### config.mk
export PLATFORM = sky130hd
export DESIGN_NAME = pool_window_gen
export DESIGN_NICKNAME = d
export VERILOG_FILES = /design/src/rtl/pool_window_gen_pkg.sv /design/src/rtl/pool_line_buffer.sv /design/src/rtl/pool_window_gen.sv
export SDC_FILE = /design/constraint.sdc
export NUM_CORES = 1
export LEC_CHECK = 0
export CAP_MARGIN = 40
export CORE_ASPECT_RATIO = 0.5
export CORE_MARGIN = 1
export CORE_UTILIZATION = 40
export DETAILED_ROUTE_END_ITERATION = 6
export GPL_ROUTABILITY_DRIVEN = 0
export SYNTH_ARGS = -nofsm -noshare
export SYNTH_HDL_FRONTEND = slang
export SYNTH_SLANG_ARGS = --single-unit
export TNS_END_PERCENT = 30
### constraint.sdc
create_clock -name clk -period 8.7 [get_ports clk]
set_clock_uncertainty 0.2 [all_clocks]
set_input_delay 1.74 -clock clk [delete_from_list [all_inputs] [get_ports clk]]
set_output_delay 1.74 -clock clk [all_outputs]
set_load 0.01 [all_outputs]
### src/rtl/pool_window_gen_pkg.sv
// Shared defaults and sizing helpers for the 2x2 pooling window generator.
package pool_window_gen_pkg;

  localparam int unsigned DEF_DATA_WIDTH = 32;
  localparam int unsigned DEF_IMG_WIDTH  = 28;
  localparam int unsigned DEF_IMG_HEIGHT = 28;

  // Counter/address width for a range of n values; never narrower than 1 bit.
  function automatic int unsigned cnt_width(input int unsigned n);
    if (n <= 32'd1) return 32'd1;
    return $clog2(n);
  endfunction

endpackage

### src/rtl/pool_line_buffer.sv
// Simple dual-port line buffer: one synchronous write port, one async read port.
module pool_line_buffer
  import pool_window_gen_pkg::*;
#(
  parameter int unsigned data_width = 2 * DEF_DATA_WIDTH,
  parameter int unsigned depth      = DEF_IMG_WIDTH / 2,
  localparam int unsigned AW        = cnt_width(depth)
) (
  input  logic                  clk,
  input  logic                  wr_en,
  input  logic [AW-1:0]         wr_addr,
  input  logic [data_width-1:0] wr_data,
  input  logic [AW-1:0]         rd_addr,
  output logic [data_width-1:0] rd_data
);

  logic [data_width-1:0] mem [depth];

  // Write port; contents are not reset.
  always_ff @(posedge clk) begin
    if (wr_en) mem[wr_addr] <= wr_data;
  end

  assign rd_data = mem[rd_addr];

endmodule

### src/rtl/pool_window_gen.sv
// Raster pixel stream to non-overlapping stride-2 2x2 windows for the max-pool unit.
module pool_window_gen
  import pool_window_gen_pkg::*;
#(
  parameter int unsigned data_width = DEF_DATA_WIDTH,
  parameter int unsigned img_width  = DEF_IMG_WIDTH,
  parameter int unsigned img_height = DEF_IMG_HEIGHT
) (
  input  logic                  clk,
  input  logic                  reset,
  input  logic [data_width-1:0] data_in,
  input  logic                  valid_in,
  output logic [data_width-1:0] out1,
  output logic [data_width-1:0] out2,
  output logic [data_width-1:0] out3,
  output logic [data_width-1:0] out4,
  output logic                  valid_out,
  output logic                  frame_done
);

  localparam int unsigned CW    = cnt_width(img_width);
  localparam int unsigned RW    = cnt_width(img_height);
  localparam int unsigned DEPTH = img_width / 2;
  localparam int unsigned AW    = cnt_width(DEPTH);

  logic [CW-1:0]           col, col_nxt;
  logic [RW-1:0]           row, row_nxt;
  logic [data_width-1:0]   pair_lo;
  logic [data_width-1:0]   hold;
  logic                    col_last_c, row_last_c;
  logic                    lb_wr_c, win_c;
  logic [AW-1:0]           lb_addr_c;
  logic [2*data_width-1:0] lb_rd_data;

  assign col_last_c = (col == CW'(img_width - 1));
  assign row_last_c = (row == RW'(img_height - 1));
  // Odd columns close a pair; a trailing odd-W column is even-indexed and never closes one.
  assign lb_wr_c    = valid_in & ~row[0] & col[0];
  assign win_c      = valid_in &  row[0] & col[0];
  assign lb_addr_c  = AW'(col >> 1);

  // Raster position advance on each accepted pixel.
  always_comb begin
    col_nxt = col;
    row_nxt = row;
    if (valid_in) begin
      if (col_last_c) begin
        col_nxt = '0;
        row_nxt = row_last_c ? '0 : row + RW'(1);
      end else begin
        col_nxt = col + CW'(1);
      end
    end
  end

  pool_line_buffer #(
    .data_width (2 * data_width),
    .depth      (DEPTH)
  ) u_line_buffer (
    .clk     (clk),
    .wr_en   (lb_wr_c),
    .wr_addr (lb_addr_c),
    .wr_data ({data_in, pair_lo}),
    .rd_addr (lb_addr_c),
    .rd_data (lb_rd_data)
  );

  // Counters, pair/hold staging and registered window outputs.
  always_ff @(posedge clk) begin
    if (reset) begin
      col        <= '0;
      row        <= '0;
      pair_lo    <= '0;
      hold       <= '0;
      out1       <= '0;
      out2       <= '0;
      out3       <= '0;
      out4       <= '0;
      valid_out  <= 1'b0;
      frame_done <= 1'b0;
    end else begin
      col        <= col_nxt;
      row        <= row_nxt;
      valid_out  <= win_c;
      frame_done <= valid_in & col_last_c & row_last_c;
      if (valid_in & ~col[0]) begin
        if (row[0]) hold    <= data_in;
        else        pair_lo <= data_in;
      end
      if (win_c) begin
        out1 <= lb_rd_data[data_width-1:0];
        out2 <= lb_rd_data[2*data_width-1:data_width];
        out3 <= hold;
        out4 <= data_in;
      end
    end
  end

endmodule

==> results of run 1 <==
per-layer routing:
layer / GRT usage, % / part of all wire (%)
met5: 0 / 0
met4: 4.83 / 2.1
met3: 3.63 / 6.2
met2: 30.8 / 47
met1: 28.8 / 45
flip-flops by register name (all words and copies together) (netlist names):
register,flops
valid_out,1
out3,32
out1,32
out2,32
hold,32
frame_done,1
pair_lo,32
u_line_buffer.mem,896
out4,32
row,5
col,5
through the flow:
| step | hold WS [ps] | power [mW] |
|---|---|---|
| 2_1_floorplan | 232 | 6.01 |
| 3_3_place_gp | 240 | 6.17 |
| 3_5_place_dp | 245 | 6.19 |
| 4_1_cts | 251 | 10.6 |
| 5_1_grt | 268 | 10.8 |
| 6_report | 250 | 10.5 |
cell type report:
type | count | area, um2
timing repair buffer | 239 | 2550
tap | 1344 | 1680
fill | 8586 | 53100
clock inverter | 38 | 373
inverter | 5 | 18.8
clock buffer | 149 | 2940
sequential | 1100 | 31000
multi-input combinational | 1302 | 9330
cell usage after synthesis (2+ instances only):
cell type and count:
nand2b_1 2, mux2i_1 349, nand2_1 271, buf_12 2, nand3_1 5, buf_4 27, or3_1 3, a221oi_1 34
nor4_1 23, o21ai_0 53, a211oi_1 10, dfxtp_1 204, or3b_2 3, o22ai_1 124, mux2_2 34, a311oi_1 34
mux4_2 34, nor3_1 36, nand3b_1 3, o21ai_1 11, buf_2 43, nor3b_1 2, inv_1 5, buf_6 5
ha_1 2, clkbuf_1 91, or2_2 2, a21oi_1 165, xnor2_1 4, edfxtp_1 896, nor2_1 86, nor2b_1 2
power by group through the flow:
| stage | combinational, mW | sequential (mW) | clock (mW) |
|---|---|---|---|
| finish | 0.296 | 5.78 | 4.44 |
| global route | 0.315 | 5.78 | 4.72 |
| CTS | 0.298 | 5.78 | 4.51 |
| detailed placement | 0.297 | 5.89 | 0 |
| global placement | 0.278 | 5.89 | 0 |
| floorplan | 0.153 | 5.86 | 0 |
cell usage in the layout (no fill, tap or decap), types with 3 or more instances in the layout:
cell and instances:
inv_1 5, clkbuf_16 106, nor4_1 23, a211oi_1 10
o21ai_0 53, buf_8 11, buf_16 10, buf_4 49
nand3b_1 3, dfxtp_4 3, clkinv_2 15, clkinv_1 14
a221oi_1 34, dfxtp_1 200, xnor2_1 4, mux4_2 34
o22ai_1 124, nor2_4 11, edfxtp_1 896, nor3_1 32
mux2i_1 349, clkbuf_1 30, nand2_1 270, or3b_2 3
nor3_2 5, clkbuf_8 14, a311oi_1 34, nor2_1 74
clkdlybuf4s50_1 163, mux2_2 34, buf_12 5, o21ai_1 11
a21oi_1 165, bufinv_16 8, nand3_1 4, or3_1 3
kinds of logic (layout without fill, tap and decap cells):
kind of cell / after synthesis / after routing / synth area share [%]
AND/OR/NAND/NOR: 445 / 445 / 4.54
flip-flops: 1100 / 1100 / 75.4
buffers and inverters: 176 / 431 / 2.19
AO/OA/AOI/OAI: 433 / 433 / 6.35
multiplexers: 417 / 417 / 11.3
adder cells (fa/ha/maj): 2 / 2 / 0.0609
XOR/XNOR: 5 / 5 / 0.107
path summary, 6_finish.rpt:
path	slack, ps	to	start	cells after the start
setup / recovery	3740	u_line_buffer.mem[9][23]$_DFFE_PP_	valid_in	6
setup reg to reg	4860	u_line_buffer.mem[9][23]$_DFFE_PP_	col[4]$_SDFFE_PP0P_	4
hold reg to reg	250	out3[14]$_SDFFE_PP0P_	hold[14]$_SDFFE_PP0P_	2
hold / removal	250	out3[14]$_SDFFE_PP0P_	hold[14]$_SDFFE_PP0P_	2
worst max-delay path: stages:
cell and delay [ps]:
clkdlybuf4s50_1 760, nand2_1 130, or2_2 310, or3_1 470, nor2_4 710, buf_4 800
==> impl_metrics.csv, run 1 <==
group,metric,value,unit
pwr,power.switching,2.13,mW
final_layout,layout-drive-gt1-share,11.3,%
detailed_routing,antenna_left,0,
critical_path,setup.worst_path.end_class,"flip-flop",
floorplan,initial_core_util,40.7,%
pwr,clkPwrFrac,42.3,%
placement,placed_area,44600,um2
global_routing,grt_start_max_net_pins,172,
pwr,vdd_ir_drop_max,153,uV
critical_path,cp.required,8780,ps
detailed_routing,wl_per_cell,25.0,um
synth,ys_ff_latch,1100,
synth,yosysTopAreaCell,"edfxtp_1",
pwr,pwr-share-comb,2.8,%
floorplan,die_x,455,um
clocking,clkTransAtPathRegs,60,ps
final_layout,utilization,47.4,%
sta,setup_viol,0,
global_routing,gr-total-overflow,0,
placement,post-dp-hpwl,59.9,mm
sta,fin_crit,4960,ps
synth,synthArstFlopShare,0,%
job,cap_violations,0,
sta,setup_slack,3740,ps
synth,synth-main-ff-cell,"edfxtp_1",
synth,synth_edf_count,896,
critical_path,crit_arrival,5040,ps
floorplan,dieArea,104000,um2
detailed_routing,via_per_inst,5.49,
pwr,switching_share,20.2,%
final_layout,stdcell_area,47900,um2
sta,finalMaxSlewViolations,0,
final_layout,finalNonFillerCells,4177,
sta,hold_viol_final,0,
synth,ys_seq_area_share,75.4,%
detailed_routing,drc_errors,0,
clocking,cts_sinks,1100,
pwr,seqPwrFrac,54.9,%
sta,tightest_slew,1350,ps
pwr,p_per_area,220,nW/um2
floorplan,core-area,101000,um2
floorplan,placementRows,82,
pwr,p_leak,14.3,nW
final_layout,n_antenna_cell,0,
clocking,numCtsBuffers,100,
clocking,post_cts_buffers,0,
clocking,holdBufCountCts,0,
synth,synth_cell_types,45,
global_routing,grt_use_total,19.8,%
placement,pre_cts_ws,3160,ps
synth,synth_top_area_share,65.5,%
clocking,cts_tree,"yes",
detailed_routing,drtIter0Drc,2139,
synth,syn_area,41100,um2
clocking,insertion_delay,670,ps
status,status,"finished clean",
final_layout,syn2layout_area_growth,16.6,%
global_routing,grt_pass1_wl,152,mm
global_routing,antenna_found_initial,1,
placement,place_inst,3990,
sta,rsz0062_at_grt,"false",
detailed_routing,routed_wirelength,104,mm
synth,synth_cells,2578,
synth,synth_nets,2615,
detailed_routing,vias,22900,
sta,fmax,201,MHz
detailed_routing,firstDrtPassIters,5,
placement,io_buffers,164,
synth,netlist_top_cells_area,"edfxtp_1, dfxtp_1, mux2i_1, nand2_1, a21oi_1",
synth,syn_area_per_cell,15.9,um2
clocking,clock_tree.buffer_depth,3,
final_layout,nets,2785,
sta,tns,0,ps
clocking,ctsResizeCount,0,
critical_path,path_max_fanout,45,
floorplan,die_h,229,um
global_routing,grt_pass1_vias,22100,
floorplan,ioPinCount,165,
critical_path,worstSetupPathType,"input port to flip-flop",
critical_path,cp-start-kind,"input port",
hold_path,hold_path_class,"flip-flop to flip-flop",
sta,finalCritPeriodShare,57.1,%
pwr,intPower,8.39,mW
sta,slew_headroom,9.69,%
synth,yosysWarnings,0,
clocking,ctsRootBufferMaster,"clkbuf_16",
clocking,cts.htree.levels,3,
Power figures use the tool's default switching activity.
==> run 2: changes to the inputs <==
clock period = 4.8 ns   (was 8.7 ns; I/O delays follow)
==> impl_metrics.csv, run 2 (synthesis gave the netlist of run 1 again) <==
group,metric,value,unit
status,status,"finished clean",
sta,tns,0,ps
detailed_routing,wl_per_cell,24.4,um
pwr,p_leak,14.3,nW
sta,hold_viol_final,0,
pwr,pwr-share-comb,2.9,%
global_routing,grtUsageMet3,2.84,%
clocking,cts_sinks,1100,
floorplan,ioPinCount,165,
hold_path,min_delay_worst_endpoint,"out3[28]$_SDFFE_PP0P_",
global_routing,grtUsageMet2,31.7,%
detailed_routing,antenna_left,0,
clocking,numCtsBuffers,98,
sta,tightest_slew,945,ps
detailed_routing,firstDrtPassIters,5,
sta,slew_headroom,36.8,%
sta,finalCritPeriodShare,68.8,%
pwr,seqPwrFrac,55.2,%
floorplan,dieArea,104000,um2
clocking,cts_tree,"yes",
critical_path,worstSetupPathType,"input port to flip-flop",
global_routing,antenna_found_initial,3,
global_routing,grt_pass1_wl,151,mm
detailed_routing,routed_wirelength,102,mm
hold_path,hp-start,"hold[28]$_SDFFE_PP0P_",
final_layout,layout-drive-gt1-share,11.9,%
final_layout,utilization,47.4,%
job,cap_violations,0,
final_layout,nets,2794,
final_layout,largest_register_ffs,896,
final_layout,syn2layout_area_growth,16.6,%
pwr,power.switching,3.90,mW
pwr,p_per_area,395,nW/um2
sta,finalMaxSlewViolations,0,
global_routing,grt_start_max_net_pins,84,
placement,io_buffers,164,
critical_path,setup.worst_path.end_class,"flip-flop",
critical_path,r2r_start,"col[3]$_SDFFE_PP0P_",
global_routing,grt_busiest_layer,"met2",
global_routing,grt_use_total,19.6,%
detailed_routing,vias,22700,
final_layout,largest-register,"u_line_buffer.mem",
pwr,clkPwrFrac,41.9,%
critical_path,path_max_fanout,30,
global_routing,grtUsageMet1,27.7,%
floorplan,initial_core_util,40.7,%
floorplan,core-area,101000,um2
critical_path,reg2reg_slack,1720,ps
pwr,vdd_ir_drop_max,262,uV
clocking,post_cts_buffers,0,
critical_path,r2r_cells,5,
sta,whs,245,ps
hold_path,hold_path_depth,2,
floorplan,die_h,229,um
final_layout,n_antenna_cell,0,
clocking,clock_tree.buffer_depth,3,
placement,placed_area,44700,um2
global_routing,grt_pass1_vias,22700,
final_layout,finalNonFillerCells,4185,
hold_path,hold_path_class,"flip-flop to flip-flop",
sta,rsz0062_at_grt,"false",
clocking,cts.htree.levels,3,
final_layout,stdcell_area,47900,um2
critical_path,startpoint,"valid_in",
detailed_routing,drc_errors,0,
sta,fin_crit,3300,ps
clocking,holdBufCountCts,0,
global_routing,gr-total-overflow,0,
critical_path,cp-start-kind,"input port",
pwr,switching_share,20.6,%
critical_path,rr_endpoint,"out2[19]$_SDFFE_PP0P_",
pwr,intPower,15.0,mW
sta,setup_viol,0,
detailed_routing,via_per_inst,5.44,
final_layout,most-common-layout-cells,"edfxtp_1, mux2i_1, nand2_1",
critical_path,cp.required,4900,ps
floorplan,die_x,455,um
clocking,ctsRootBufferMaster,"clkbuf_16",
clocking,clkTransAtPathRegs,70,ps
floorplan,placementRows,82,
clocking,insertion_delay,680,ps
sta,fmax,303,MHz
detailed_routing,drtIter0Drc,2070,
clocking,ctsResizeCount,0,
placement,place_inst,4000,
critical_path,crit_arrival,3410,ps
placement,post-dp-hpwl,58.4,mm
final_layout,layout_commonest_cell,"edfxtp_1",
[run 2: how the worst max path moves through the flow]
stage	slack, ps	endpoint	cells after the start
6_report	1500	u_line_buffer.mem[0][5]$_DFFE_PP_	6
5_1_grt	1430	u_line_buffer.mem[0][7]$_DFFE_PP_	6
4_1_cts	1570	u_line_buffer.mem[0][5]$_DFFE_PP_	6
3_5_place_dp	830	u_line_buffer.mem[0][5]$_DFFE_PP_	6
3_3_place_gp	860	u_line_buffer.mem[4][51]$_DFFE_PP_	6
2_1_floorplan	-460	u_line_buffer.mem[13][0]$_DFFE_PP_	5
[run 2: final cells by class]
| class | count | area (um2) |
|---|---|---|
| sequential | 1100 | 31000 |
| multi-input combinational | 1302 | 9340 |
| fill | 8572 | 53100 |
| timing repair buffer | 250 | 2620 |
| clock buffer | 124 | 2670 |
| inverter | 5 | 18.8 |
| tap | 1344 | 1680 |
| clock inverter | 60 | 569 |
[run 2: power groups by stage]
stage	Sequential [mW]	Combinational [mW]	Clock, mW
2_1_floorplan	10.6	0.277	0
3_3_place_gp	10.7	0.513	0
3_5_place_dp	10.7	0.545	0
4_1_cts	10.5	0.546	8.06
5_1_grt	10.5	0.581	8.43
6_report	10.5	0.545	7.93
[run 2: per-stage QoR]
step / total power [mW] / setup slack (ps)
floorplan: 10.9 / -457
global route: 19.5 / 1430
CTS: 19.1 / 1570
detailed placement: 11.2 / 834
global placement: 11.2 / 861
finish: 18.9 / 1500
[run 2: critical path, stage by stage]
cell             delay, ps
clkdlybuf4s50_1        720
nand2_1                130
or2_2                  300
or3_1                  480
nor3_4                 250
buf_4                  510
[run 2: layer usage]
| metal | share of wire, % | vias up | wire length (um) |
|---|---|---|---|
| met5 | 0.013 | - | 13 |
| li1 | - | 10300 | - |
| met3 | 5.7 | 130 | 5790 |
| met4 | 2.1 | 2 | 2120 |
| met1 | 44 | 11700 | 45200 |
| met2 | 48 | 600 | 48900 |
